**src/rtl/display_scan_mux.sv**
```systemverilog
// -----------------------------------------------------------------------------
// display_scan_mux
//   Time-multiplexed scanner for a DIGITS-wide common-anode 7-segment display.
//   A shadow register takes host writes at any time. The live register feeds
//   the display and changes only at the frame boundary, so a frame never mixes
//   old and new digits. Each digit slot starts with a short all-off blanking
//   gap to stop the previous digit ghosting into the next.
//
// Ports
//   clk          in   1          system clock, rising edge
//   rst_n        in   1          asynchronous reset, active low
//   wr_en        in   1          load wr_data into the shadow register
//   wr_data      in   4*DIGITS   digit i = wr_data[4i+3:4i], digit 0 rightmost
//   lzb          in   1          suppress leading zeros (digit 0 always lit)
//   a,b,c,d      out  1 each     current nibble to the decoder, a = bit 3
//   an           out  DIGITS     anode enables, active low, an[i] = digit i
//   frame        out  1          one-cycle pulse at the start of the digit-0 slot
//   upd_pending  out  1          shadow holds a value not yet shown
// -----------------------------------------------------------------------------
module display_scan_mux #(
  parameter int DIGITS    = 4,
  parameter int PRESCALE  = 50000,
  parameter int BLANK_CYC = 8
) (
  input  logic                  clk,
  input  logic                  rst_n,
  input  logic                  wr_en,
  input  logic [4*DIGITS-1:0]   wr_data,
  input  logic                  lzb,
  output logic                  a,
  output logic                  b,
  output logic                  c,
  output logic                  d,
  output logic [DIGITS-1:0]     an,
  output logic                  frame,
  output logic                  upd_pending
);

  localparam int CNT_W = (PRESCALE > 1) ? $clog2(PRESCALE) : 1;
  localparam int IDX_W = $clog2(DIGITS);
  localparam logic [CNT_W-1:0] CNT_LAST  = CNT_W'(PRESCALE - 1);
  localparam logic [CNT_W-1:0] BLANK_END = CNT_W'(BLANK_CYC);
  localparam logic [IDX_W-1:0] IDX_LAST  = IDX_W'(DIGITS - 1);

  // Slot phase; BLANK is skipped entirely when BLANK_CYC is zero.
  typedef enum logic {
    PH_BLANK = 1'b0,
    PH_SHOW  = 1'b1
  } phase_t;

  logic [CNT_W-1:0]    cnt_reg,    cnt_next;
  logic [IDX_W-1:0]    idx_reg,    idx_next;
  logic [4*DIGITS-1:0] live_reg,   live_next;
  logic [4*DIGITS-1:0] shadow_reg, shadow_next;
  logic                pend_reg,   pend_next;
  logic [3:0]          nib_reg,    nib_next;
  logic [DIGITS-1:0]   an_reg,     an_next;
  logic                frame_reg,  frame_next;
  phase_t              phase_reg,  phase_next;

  logic                wrap;
  logic                boundary;
  logic                suppress;
  logic [3:0]          live_nib [DIGITS];
  logic [DIGITS-1:0]   zero_from;

  // Nibble view of the value that will be live after this edge.
  for (genvar gi = 0; gi < DIGITS; gi++) begin : g_nib
    assign live_nib[gi] = live_next[4*gi +: 4];
  end

  // zero_from[i] = nibbles i..DIGITS-1 of the next live value are all zero.
  always_comb begin
    logic acc;
    acc       = 1'b1;
    zero_from = '0;
    for (int i = DIGITS - 1; i >= 0; i--) begin
      acc          = acc & (live_nib[i] == 4'h0);
      zero_from[i] = acc;
    end
  end

  // Next-state logic. Outputs are decoded from the next cnt/idx/live so the
  // registered outputs line up with the state they describe, with no lag.
  always_comb begin
    wrap        = (cnt_reg == CNT_LAST);
    boundary    = wrap && (idx_reg == IDX_LAST);
    cnt_next    = wrap ? '0 : cnt_reg + CNT_W'(1);
    idx_next    = idx_reg;
    live_next   = live_reg;
    shadow_next = shadow_reg;
    pend_next   = pend_reg;
    frame_next  = boundary;

    if (wrap) begin
      idx_next = (idx_reg == IDX_LAST) ? '0 : idx_reg + IDX_W'(1);
    end

    // A write in the boundary cycle goes straight to live and supersedes any
    // older pending value; otherwise the pending shadow is committed.
    if (boundary) begin
      pend_next = 1'b0;
      if (wr_en) begin
        live_next = wr_data;
      end else if (pend_reg) begin
        live_next = shadow_reg;
      end
    end else if (wr_en) begin
      pend_next = 1'b1;
    end
    if (wr_en) begin
      shadow_next = wr_data;
    end

    // Slot phase FSM: BLANK -> SHOW when cnt reaches BLANK_CYC, back to BLANK
    // of the following digit on the wrap.
    phase_next = phase_reg;
    if (BLANK_CYC == 0) begin
      phase_next = PH_SHOW;
    end else begin
      case (phase_reg)
        PH_BLANK: if (cnt_next == BLANK_END) phase_next = PH_SHOW;
        PH_SHOW:  if (wrap)                  phase_next = PH_BLANK;
        default:                             phase_next = PH_BLANK;
      endcase
    end

    // live only changes on a wrap edge, so this nibble is stable per slot.
    nib_next = live_nib[idx_next];

    suppress = lzb && (idx_next != '0) && zero_from[idx_next];
    an_next  = '1;
    if ((phase_next == PH_SHOW) && !suppress) begin
      an_next[idx_next] = 1'b0;
    end
  end

  always_ff @(posedge clk or negedge rst_n) begin
    if (!rst_n) begin
      cnt_reg    <= '0;
      idx_reg    <= '0;
      live_reg   <= '0;
      shadow_reg <= '0;
      pend_reg   <= 1'b0;
      nib_reg    <= 4'h0;
      an_reg     <= '1;
      frame_reg  <= 1'b0;
      phase_reg  <= (BLANK_CYC == 0) ? PH_SHOW : PH_BLANK;
    end else begin
      cnt_reg    <= cnt_next;
      idx_reg    <= idx_next;
      live_reg   <= live_next;
      shadow_reg <= shadow_next;
      pend_reg   <= pend_next;
      nib_reg    <= nib_next;
      an_reg     <= an_next;
      frame_reg  <= frame_next;
      phase_reg  <= phase_next;
    end
  end

  assign a           = nib_reg[3];
  assign b           = nib_reg[2];
  assign c           = nib_reg[1];
  assign d           = nib_reg[0];
  assign an          = an_reg;
  assign frame       = frame_reg;
  assign upd_pending = pend_reg;

endmodule
```
**config.mk**
```make
export PLATFORM = sky130hd
export DESIGN_NAME = display_scan_mux
export DESIGN_NICKNAME = d
export VERILOG_FILES = /design/src/rtl/display_scan_mux.sv
export SDC_FILE = /design/constraint.sdc
export NUM_CORES = 1
export LEC_CHECK = 0
export CORE_ASPECT_RATIO = 0.8
export CORE_MARGIN = 5
export CORE_UTILIZATION = 45
export CTS_CLUSTER_SIZE = 12
export DETAILED_ROUTE_END_ITERATION = 12
export PLACE_DENSITY_LB_ADDON = 0.08
export SETUP_SLACK_MARGIN = 0.1
export SLEW_MARGIN = 20
export SYNTH_ARGS = -nofsm -noshare
export SYNTH_HDL_FRONTEND = slang
export SYNTH_SLANG_ARGS = --single-unit
```
**constraint.sdc**
```tcl
create_clock -name clk -period 4.8 [get_ports clk]
set_clock_uncertainty 0.15 [all_clocks]
set_input_delay 0.48 -clock clk [delete_from_list [all_inputs] [get_ports clk]]
set_output_delay 0.48 -clock clk [all_outputs]
set_load 0.005 [all_outputs]
```
==> results.md <==
* Status: finished, final reports clean
* Pin slew with the least headroom to its limit at 0.902 ns
* Main combinational cell family by area after synthesis: simple AND/OR/NAND/NOR gates
* Drt total wl at 6060 µm
* Post-Synth XOR/XNOR Area at 4.29%
* Fin. Hold Viols at 0
* Maxcap violations at 0
* Met1 usage at between 20% and 30%
* ANT nets after route at 0
* Max Fclk at 0.333 GHz
* Max Buffers Root-to-Sink at 2
* TritonCTS Buffers at 9
* Post-Layout Cell Count at 371
* N_diodes at 0
* Setup TNS at 0 ns
* Clk Latency, worst-skew pair at 0.34 ns
* Initial DRC Count at ~90
* Crit Path Class: register to register
* CTS tree: built
* Clock transition at the registers of the reported paths at 0.07 ns
* Initial core utilization at 45.5%
* Setup violators final at 0
* Port bufs at 29
* Clock root cell: clkbuf_8
* Number of flops mapped to enable cells by yosys at 0
* Slew Viols, Final at 0
* VDD IR-drop max at 0.202 mV
* Hold crit path type: primary input to async pin
* Fraction of met2 tracks used by global routing at 20.6%
* Mapped Cells at 248
* First-pass GRT wire length at 10300 µm
* Critical Path Fanout Max at 17
* Cell row count at 26
* Largest net degree at the start of global routing at 62
* Leakage power at between 1.5 and 2 nW
* Synth Area per Inst at between 10 and 15 µm²
* PnR worst setup slack at 1.80 ns
* Min Tclk post-route at 3.00 ns
* Hold buffers post-CTS at 0
* Seq cells post-synth at 61
* Commonest cells post-synth: 57 x dfrtp_1, 21 x mux2_2, 20 x nor2_1
* Fin nets at 304
* Req. time, crit path at 4.92 ns
* First-pass detailed-route iteration total at 4
* Critical path endpoint category: register
* GRT Total Usage at 16.9%
* Die Y at 81.2 µm
* Register area share after synthesis at 53.6%
* Startpoint types: register
* Critical path arrival at 3.12 ns
* Io pins at 30
* Wire per inst at 16.3 µm
* Die Wd at 99.1 µm
* Core Area at 6280 µm²
* Dpl ws at 1.54 ns
* Post-Synth Adder-Cell Area at 0.876%
* RSZ-0062 raised after global routing: no
* Cell taking the most area after synthesis: dfrtp_1
* Post-synth ARST share at 100%
* Initial antenna violation count at 0
* Via count at 1964
* Prevailing post-synth register cell: dfrtp_1
* Slew HR at 39.9%
* Final Core Density at about 55%
* Simple-Gate Fraction of Synth Area at 17.6%
* Ys Warns at 0
* Final RePlAce weighted congestion at between 0.7 and 0.8
* Post-CTS resize count at 0
* Grt peak-use layer: met1
* Share of the synthesized area in the top cell type at between 40% and 50%
* Die area at 8050 µm²
* Met3 Track Usage GR at about 5.1%
* Setup Fix Bufs, Post-CTS at 0
* Mapped Nets at 270
* Synth top area cells: dfrtp_1 50%, mux2_2 8.3%, dfstp_2 3.7%, a21oi_1 2.8%, nor2_1 2.6%
* DP HPWL at 4140 µm
* Count leader, synth: dfrtp_1
* Vias in the first global route at 1914
* PwrDens at between 300 and 400 nW/µm²
* Gr ovfl total at 0
* Cell count after placement at 355
* Clk sink count at 61
* H-tree levels at 3
* Post-synthesis mux area share at around 11%
* Compound-Gate Fraction of Synth Area at about a tenth
* Routed vias/inst at 5.29
* Synth unique cells at 47
* Share of cells above drive strength 1 at 19.5%
* Synthesized cell area at 2860 µm²
* Period utilization at 62.5%
* Residual DRC at 0
* Layout area overhead at 20.1%
* Power after layout at 0.00104 W
==> path summary, 6_finish.rpt <==
check | startpoint | to | slack [ns] | cells past startpoint
min reg2reg | cnt_reg[0]$_DFF_PN0_ | cnt_reg[0]$_DFF_PN0_ | 0.33 | 1
min | rst_n | cnt_reg[11]$_DFF_PN0_ | 0.13 | 2
max in group asynchronous | rst_n | live_reg[4]$_DFF_PN0_ | 3.87 | 2
max | cnt_reg[13]$_DFF_PN0_ | an[1]$_DFF_PN1_ | 1.80 | 7
min in group clk | cnt_reg[0]$_DFF_PN0_ | cnt_reg[0]$_DFF_PN0_ | 0.33 | 1
max reg2reg | cnt_reg[13]$_DFF_PN0_ | an[1]$_DFF_PN1_ | 1.80 | 7
==> power breakdown <==
group	internal, W	switching, W	total [W]
combinational	0.0000284	0.0000270	0.0000554
sequential	0.000528	0.00000299	0.000531
clock	0.000252	0.000199	0.000451
==> per-stage QoR <==
stage	cell area [µm²]	hold slack (ns)
final	3430	0.134
after global routing	3430	0.209
after CTS	3420	0.171
after detailed placement	3230	0.330
after global placement	3230	0.326
after floorplan	2860	0.0344
==> metal layers <==
layer | share of wire [%] | up-vias
met3 | 4.1 | 11
met2 | 38 | 46
met1 | 56 | 936
met4 | 1.5 | 0
met5 | 0 | -
li1 | - | 971
==> cell usage in the layout, fill, tap and decap left out, types with 7 or more instances in the layout <==
| cell type | Yosys | routed |
|---|---|---|
| inv_1 | 7 | 7 |
| xor2_1 | 8 | 8 |
| clkbuf_8 | 0 | 10 |
| mux2_2 | 21 | 21 |
| dfrtp_1 | 57 | 57 |
| nand2_1 | 9 | 9 |
| nor2_1 | 20 | 20 |
| clkdlybuf4s50_1 | 0 | 28 |
| a21oi_1 | 16 | 16 |
| nand3_1 | 9 | 9 |
| o22a_1 | 8 | 8 |
==> area by class of cell <==
| cell class | count | area [µm²] |
|---|---|---|
| fill | 553 | 2850 |
| sequential | 61 | 1530 |
| multi-input combinational | 170 | 1260 |
| timing repair buffer | 33 | 315 |
| clock buffer | 12 | 145 |
| tap | 84 | 105 |
| clock inverter | 4 | 47.5 |
| inverter | 7 | 26.3 |
==> kinds of logic after synthesis <==
kind of cell	after synthesis
buf+inv	17
xor+xnor	14
mux	29
fa+ha+maj	2
flops	61
compound gates	42
simple gates	83
==> worst max-delay path, cell delays in order (launching register included) <==
cell and delay, ns:
dfrtp_1 0.47, or4b_4 0.58, nor4_4 0.43, nand2_4 0.24
o22a_1 0.30, nor4_1 0.37, nand4bb_1 0.20, o211ai_2 0.19
(Power assumes the default switching activity.)
